==> config.mk <==
export PLATFORM = sky130hd
export DESIGN_NAME = sync_fifo_v3
export DESIGN_NICKNAME = d
export VERILOG_FILES = /design/src/rtl/sync_fifo_v3.sv
export SDC_FILE = /design/constraint.sdc
export NUM_CORES = 1
export LEC_CHECK = 0
export ABC_AREA = 1
export BUFFER_PORTS_ARGS = -buffer_cell sky130_fd_sc_hd__buf_2
export CORE_ASPECT_RATIO = 0.6
export CORE_UTILIZATION = 65
export CTS_BUF_LIST = sky130_fd_sc_hd__clkbuf_4 sky130_fd_sc_hd__clkbuf_8
export CTS_CLUSTER_SIZE = 30
export DETAILED_ROUTE_END_ITERATION = 10
export PLACE_DENSITY = 0.89
export SETUP_SLACK_MARGIN = 0.15
export SYNTH_ARGS = -nofsm -noshare
export SYNTH_HDL_FRONTEND = slang
export SYNTH_SLANG_ARGS = --single-unit
==> constraint.sdc <==
create_clock -name clk_i -period 11.3 [get_ports clk_i]
set_input_delay 2.26 -clock clk_i [delete_from_list [all_inputs] [get_ports clk_i]]
set_output_delay 2.26 -clock clk_i [all_outputs]
set_load 0.02 [all_outputs]
==> src/rtl/sync_fifo_v3.sv <==
// Synchronous FIFO with full/empty flags, fill level and optional fall-through bypass.
// Define FIFO_ASSERT_EN to compile in simulation-only overflow/underflow assertions.
module sync_fifo_v3 #(
    parameter bit          FALL_THROUGH = 1'b0,
    parameter int unsigned DATA_WIDTH   = 32,
    parameter int unsigned DEPTH        = 8,
    parameter type         dtype        = logic [DATA_WIDTH-1:0],
    parameter int unsigned ADDR_DEPTH   = (DEPTH > 1) ? $clog2(DEPTH) : 1
) (
    input  logic                  clk_i,
    input  logic                  rst_i,
    input  logic                  flush_i,
    input  logic                  testmode_i,
    output logic                  full_o,
    output logic                  empty_o,
    output logic [ADDR_DEPTH-1:0] usage_o,
    input  dtype                  data_i,
    input  logic                  push_i,
    output dtype                  data_o,
    input  logic                  pop_i
);

    if (DEPTH == 0) begin : g_passthru
        logic unused_ok;
        assign unused_ok = ^{clk_i, rst_i, flush_i, testmode_i};

        assign data_o  = data_i;
        assign empty_o = !push_i;
        assign full_o  = !pop_i;
        assign usage_o = '0;
    end else begin : g_fifo
        localparam int unsigned CNT_W = ADDR_DEPTH + 1;
        localparam logic [CNT_W-1:0]      FULL_CNT = CNT_W'(DEPTH);
        localparam logic [ADDR_DEPTH-1:0] LAST_PTR = ADDR_DEPTH'(DEPTH - 1);

        logic unused_ok;
        assign unused_ok = testmode_i;

        logic [ADDR_DEPTH-1:0] rd_ptr_q, rd_ptr_d;
        logic [ADDR_DEPTH-1:0] wr_ptr_q, wr_ptr_d;
        logic [CNT_W-1:0]      cnt_q, cnt_d;
        dtype                  mem_q [DEPTH];

        logic is_full, is_empty, bypass, push_ok, pop_ok;

        assign is_full  = (cnt_q == FULL_CNT);
        assign is_empty = (cnt_q == '0);
        assign bypass   = FALL_THROUGH && is_empty && push_i;
        // A bypassed element that is popped in the same cycle never touches storage.
        assign push_ok  = push_i && !is_full && !(bypass && pop_i);
        assign pop_ok   = pop_i && !is_empty;

        always_comb begin
            // NOTE: every always_comb output gets a default first so no path can infer a latch.
            rd_ptr_d = rd_ptr_q;
            wr_ptr_d = wr_ptr_q;
            cnt_d    = cnt_q;
            if (flush_i) begin
                rd_ptr_d = '0;
                wr_ptr_d = '0;
                cnt_d    = '0;
            end else begin
                if (push_ok) wr_ptr_d = (wr_ptr_q == LAST_PTR) ? '0 : wr_ptr_q + 1'b1;
                if (pop_ok)  rd_ptr_d = (rd_ptr_q == LAST_PTR) ? '0 : rd_ptr_q + 1'b1;
                if (push_ok && !pop_ok)      cnt_d = cnt_q + 1'b1;
                else if (pop_ok && !push_ok) cnt_d = cnt_q - 1'b1;
            end
        end

        always_ff @(posedge clk_i) begin
            if (rst_i) begin
                rd_ptr_q <= '0;
                wr_ptr_q <= '0;
                cnt_q    <= '0;
                // NOTE: memory is cleared on reset so data_o reads 0 afterwards; this costs a reset net per bit.
                for (int i = 0; i < int'(DEPTH); i++) mem_q[i] <= '0;
            end else begin
                rd_ptr_q <= rd_ptr_d;
                wr_ptr_q <= wr_ptr_d;
                cnt_q    <= cnt_d;
                if (push_ok) mem_q[wr_ptr_q] <= data_i;
            end
        end

        assign full_o  = is_full;
        assign empty_o = is_empty && !(FALL_THROUGH && push_i);
        assign usage_o = cnt_q[ADDR_DEPTH-1:0];
        assign data_o  = bypass ? data_i : mem_q[rd_ptr_q];
    end

`ifdef FIFO_ASSERT_EN
    a_overflow: assert property (@(posedge clk_i) disable iff (rst_i) !(push_i && full_o))
        else $error("sync_fifo_v3: push while full");
    a_underflow: assert property (@(posedge clk_i) disable iff (rst_i) !(pop_i && empty_o))
        else $error("sync_fifo_v3: pop while empty");
`endif

endmodule

Word-level counts from Yosys, hierarchy flattened
Memories as Yosys holds them, arrays and structs flattened. A register that Yosys moved wholly into a read port is not among the register bits.
Cells that the tools add are included.
{ "totals": {"n_memories": 1, "ramBits": 256, "reg_bits": 10, "input_bits": 38} }
{ "mem_list": {"columns": ["memory", "depth", "width", "rd", "rd_ports_with_merged_regs", "write_ports", "line_no", "text"], "rows": [
  ["g_fifo.mem_q", 8, 32, 1, 1, 8, "42", "dtype mem_q [DEPTH];"]
]} }
{ "classes": {"n_mux": 14, "reduce_logical": 12, "eq_ne": 3, "add_sub_neg": 4} }
{ "ops": {"columns": ["cell", "count"], "rows": [
  ["$mux 32", 1],
  ["$reduce_or 32->1", 1],
  ["$mux 3", 5],
  ["$mux 4", 2],
  ["$add 3x1->3 const B", 2],
  ["$eq 3x3->1 const B", 2],
  ["$mux 1", 6],
  ["$add 4x1->4 const B", 1],
  ["$eq 4x4->1 const B", 1],
  ["$logic_and 1x1->1", 4],
  ["$logic_not 1->1", 4],
  ["$logic_not 4->1", 1],
  ["$sub 4x1->4 const B", 1],
  ["$reduce_bool 2->1", 1],
  ["$reduce_or 2->1", 1]
]} }

Longest topological paths before layout
{ "depth": {"word_depth": 8, "mapped_depth": 14} }

Worst setup path after synthesis
No wires, ideal clock.
{ "synth_path": {"kind": "input-to-reg", "from": "in push_i", "to": "mem g_fifo.mem_q[1][0] (netlist name) (enable)", "path_stages": 2, "setup_slack_ns": 6.147, "t_arrival_ns": 4.688, "setup_time_ns": 0.466, "path_cell_list": "nand2_1 -> o21ai_0"} }
{ "synth_rtl": {"columns": ["item", "line_no", "text"], "rows": [
  ["start: declaration", "18", "input logic push_i,"],
  ["end: declaration", "42", null]
]} }

==> metrics.md <==
| Metric | Value |
|---|---|
| Largest net degree at the start of global routing | `a little over 70` |
| Slew headroom | `0.2516` |
| Worst-Skew Late Latency | `0.53 ns` |
| Synth unique cells | `24` |
| Min-delay worst type | `reg -> reg` |
| Min cycle time layout | `approximately 5.5 ns` |
| Max Cap Viol | `0` |
| # DRC | `0` |
| CTS Hold Bufs | `0` |
| GRT overflow | `0` |
| Final Max Slew Viols | `0` |
| Sequential share of the synthesized area | `0.6312` |
| Synth Warn # | `0` |
| CTS Buf Count | `39` |
| Post-synth top area share | `0.6106` |
| Per-cell routed wire length | `18.72 um` |
| First-pass GRT wire length | `approximately 47000 um` |
| Clock slew at reported path FFs | `around 0.060 ns` |
| 1st-iter DRT viols | `around 1200` |
| # H-tree levels | `2` |
| Vias per Instance | `just under 6` |
| Row count | `39` |
| # diodes | `0` |
| Die Ht | `109.8 um` |
| Worst-path maximum fanout | `70` |
| Die footprint | `between 0.015 and 0.02 mm2` |
| Clk sinks | `~270` |
| Initial antenna violation count | `0` |
| Worst hold slack | `0.5243 ns` |
| Ratio of cells with drive above 1 in the final layout | `0.1555` |
| Syn_area_per_cell | `9.753 um2` |
| Detailed Place HPWL | `approximately 16000 um` |
| Crit path required time | `between 9 and 10 ns` |
| WP data arrival | `about 3.3 ns` |
| Peak VDD IR | `~0.00015 V` |
| Pwr dens | `165.3 mW/mm2` |
| Layout Area Growth over Synthesis | `9.013%` |
| Most frequent CP cell | `nand2_1` |
| DR vias | `around 9400` |
| Post-synth top cells | `430 x nor2_1, 256 x edfxtp_1, 186 x nand2_1` |
| Final WL | `approximately 30000 um` |
| Synthesized instance count | `around 1300` |
| Placed cell area | `around 0.013 mm2` |
| Post-synth EDFFs | `~260` |
| Post-synth top area cell | `edfxtp_1` |
| Final #Nets | `1381` |
| PortBufs | `73` |
| Total GRT Usage | `0.3099` |
| Main synth FF type | `edfxtp_1` |
| Post-cts gate resize count | `0` |
| Placeable Area | `~0.019 mm2` |
| Final hold vios | `0` |
| ANT nets after route | `0` |
| Worst-path cell chain | `inv_2 > buf_4 > o21ai_0 > nand2_1 > nand2_1 > nand2_1 > buf_2` |
| RSZ-0062 raised after global routing | `no` |
| Kind of critical path | `reg -> out` |
| Leakage power | `between 5 and 6 nW` |
| Initial Util | `0.6633` |
| Fillers | `1307` |
| Mapped cell area | `0.01259 mm2` |
| Post-CTS Setup Repair Bufs | `0` |
| Routability cong. | `roughly 0.8` |
| F_max | `181.6 MHz` |
| CTS tree | `yes` |
| WP buf/inv | `3` |
| Post-Syn Nets | `between 1000 and 1500` |
| Status | `completed` |
| Final setup violation count | `0` |
| Worst-margin pin slew | `between 1 and 1.5 ns` |
| Finished Cell Area | `0.01373 mm2` |
| Post-synth ARST share | `0` |
| Clock buffer depth | `3` |
| Drt pass-1 iters | `8` |
| CTS Root Cell | `clkbuf_8` |
| Die width | `approximately 180 um` |
| Period utilization | `0.4873` |
| Setup crit start kind | `register` |
| Clock Skews | `about 0.026 ns` |
| Slowest CP cell | `inv_2` |
| Top-count cell post-synth | `nor2_1` |
| Slowest stage delay, CP | `roughly 0.74 ns` |
| CP delay by family, top | `buffers and inverters` |
| Critical path endpoint category | `output pin` |
| Synth top area cells | `edfxtp_1 61%, nor2_1 13%, nand2_1 5.5%, o21ai_0 5.0%, nor3_2 3.2%` |
| Post-synthesis sequential element count | `roughly 270` |
| Final setup TNS | `0 ns` |
| Vias in the first global route | `about 9100` |
| Top Ports | `between 70 and 80` |
==> cells in the final DEF, fill, tap and decap left out, drive strengths merged <==
master	instances
a21oi	5
clkbuf	59
inv	54
nor3	99
or2	2
o21ai	134
fa	1
ha	7
nor2	430
buf	90
xor2	2
edfxtp	256
nand2	191
dfxtp	13
nand3	10
bufinv	1
clkinv	9
==> worst min-delay path: cells and delay by family (launching register included) <==
kind | cells | cell delay [ns]
flops | 1 | 0.32
simple gates | 1 | 0.07
compound gates | 1 | 0.08
==> per-layer routing <==
layer  vias up  global-route usage  routed length (um)  part of all wire
li1       4374                   -                   -                 -
met1      4377              0.4305               12170              0.40
met2       622              0.4846               13430              0.45
met3        62             0.08347                3958              0.13
met4         0             0.09322                 567             0.019
met5         -                   0                   0                 0
==> flip-flops by register name, indices dropped and copies added (netlist names), named ones only <==
signal,count
g_fifo.mem_q,256
g_fifo.cnt_q,4
g_fifo.rd_ptr_q,3
g_fifo.wr_ptr_q,3
==> kinds of logic (layout without fill, tap and decap cells) <==
group                    count (synthesis)  after routing  share of synthesized area
flip-flops                             269            269                     0.6312
AND/OR/NAND/NOR                        732            732                     0.2477
XOR/XNOR                                 2              2                   0.001391
buffers and inverters                  141            213                    0.05585
adder cells (fa/ha/maj)                  8              8                   0.008546
AO/OA/AOI/OAI                          139            139                    0.05525
==> report_power, final <==
part	switching, mW	internal (mW)	total [mW]
Combinational	0.231	0.0853	0.316
Sequential	0.0216	1.14	1.16
Clock	0.364	0.428	0.792
Total	0.616	1.65	2.27
==> final timing paths <==
kind	startpoint	endpoint	slack, ns	cells past startpoint
worst min-delay path	g_fifo.rd_ptr_q[2]$_SDFFE_PP0P_	g_fifo.rd_ptr_q[2]$_SDFFE_PP0P_	0.52	2
worst max register to register	g_fifo.cnt_q[0]$_SDFFE_PP0P_	g_fifo.mem_q[4][18]$_SDFFCE_PN0P_	7.69	7
worst max-delay path	register	data_o[17]	5.79	7
worst min register to register	g_fifo.rd_ptr_q[2]$_SDFFE_PP0P_	g_fifo.rd_ptr_q[2]$_SDFFE_PP0P_	0.52	2
==> stage by stage <==
stage               setup slack [ns]  total power [mW]  utilization  cells
finish                         5.793             2.269       0.7231   1609
global route                   5.600             2.351       0.7231   1609
CTS                            5.835             2.266       0.7231   1609
detailed placement             5.551             1.492       0.6817   1540
global placement               5.621             1.480       0.6817   1540
floorplan                      6.147             1.404            -   1291
==> layout make-up <==
cell class / count / area, um2 / share of cell area
clock buffer: 59 / 718.2 / 0.05232
clock inverter: 10 / 67.56 / 0.004923
inverter: 54 / 202.7 / 0.01477
multi-input combinational: 881 / 3984 / 0.2902
sequential: 269 / 7953 / 0.5794
tap: 246 / 307.8 / 0.02242
timing repair buffer: 90 / 493.0 / 0.03592
Note: power is estimated with default switching activity, not from simulation.
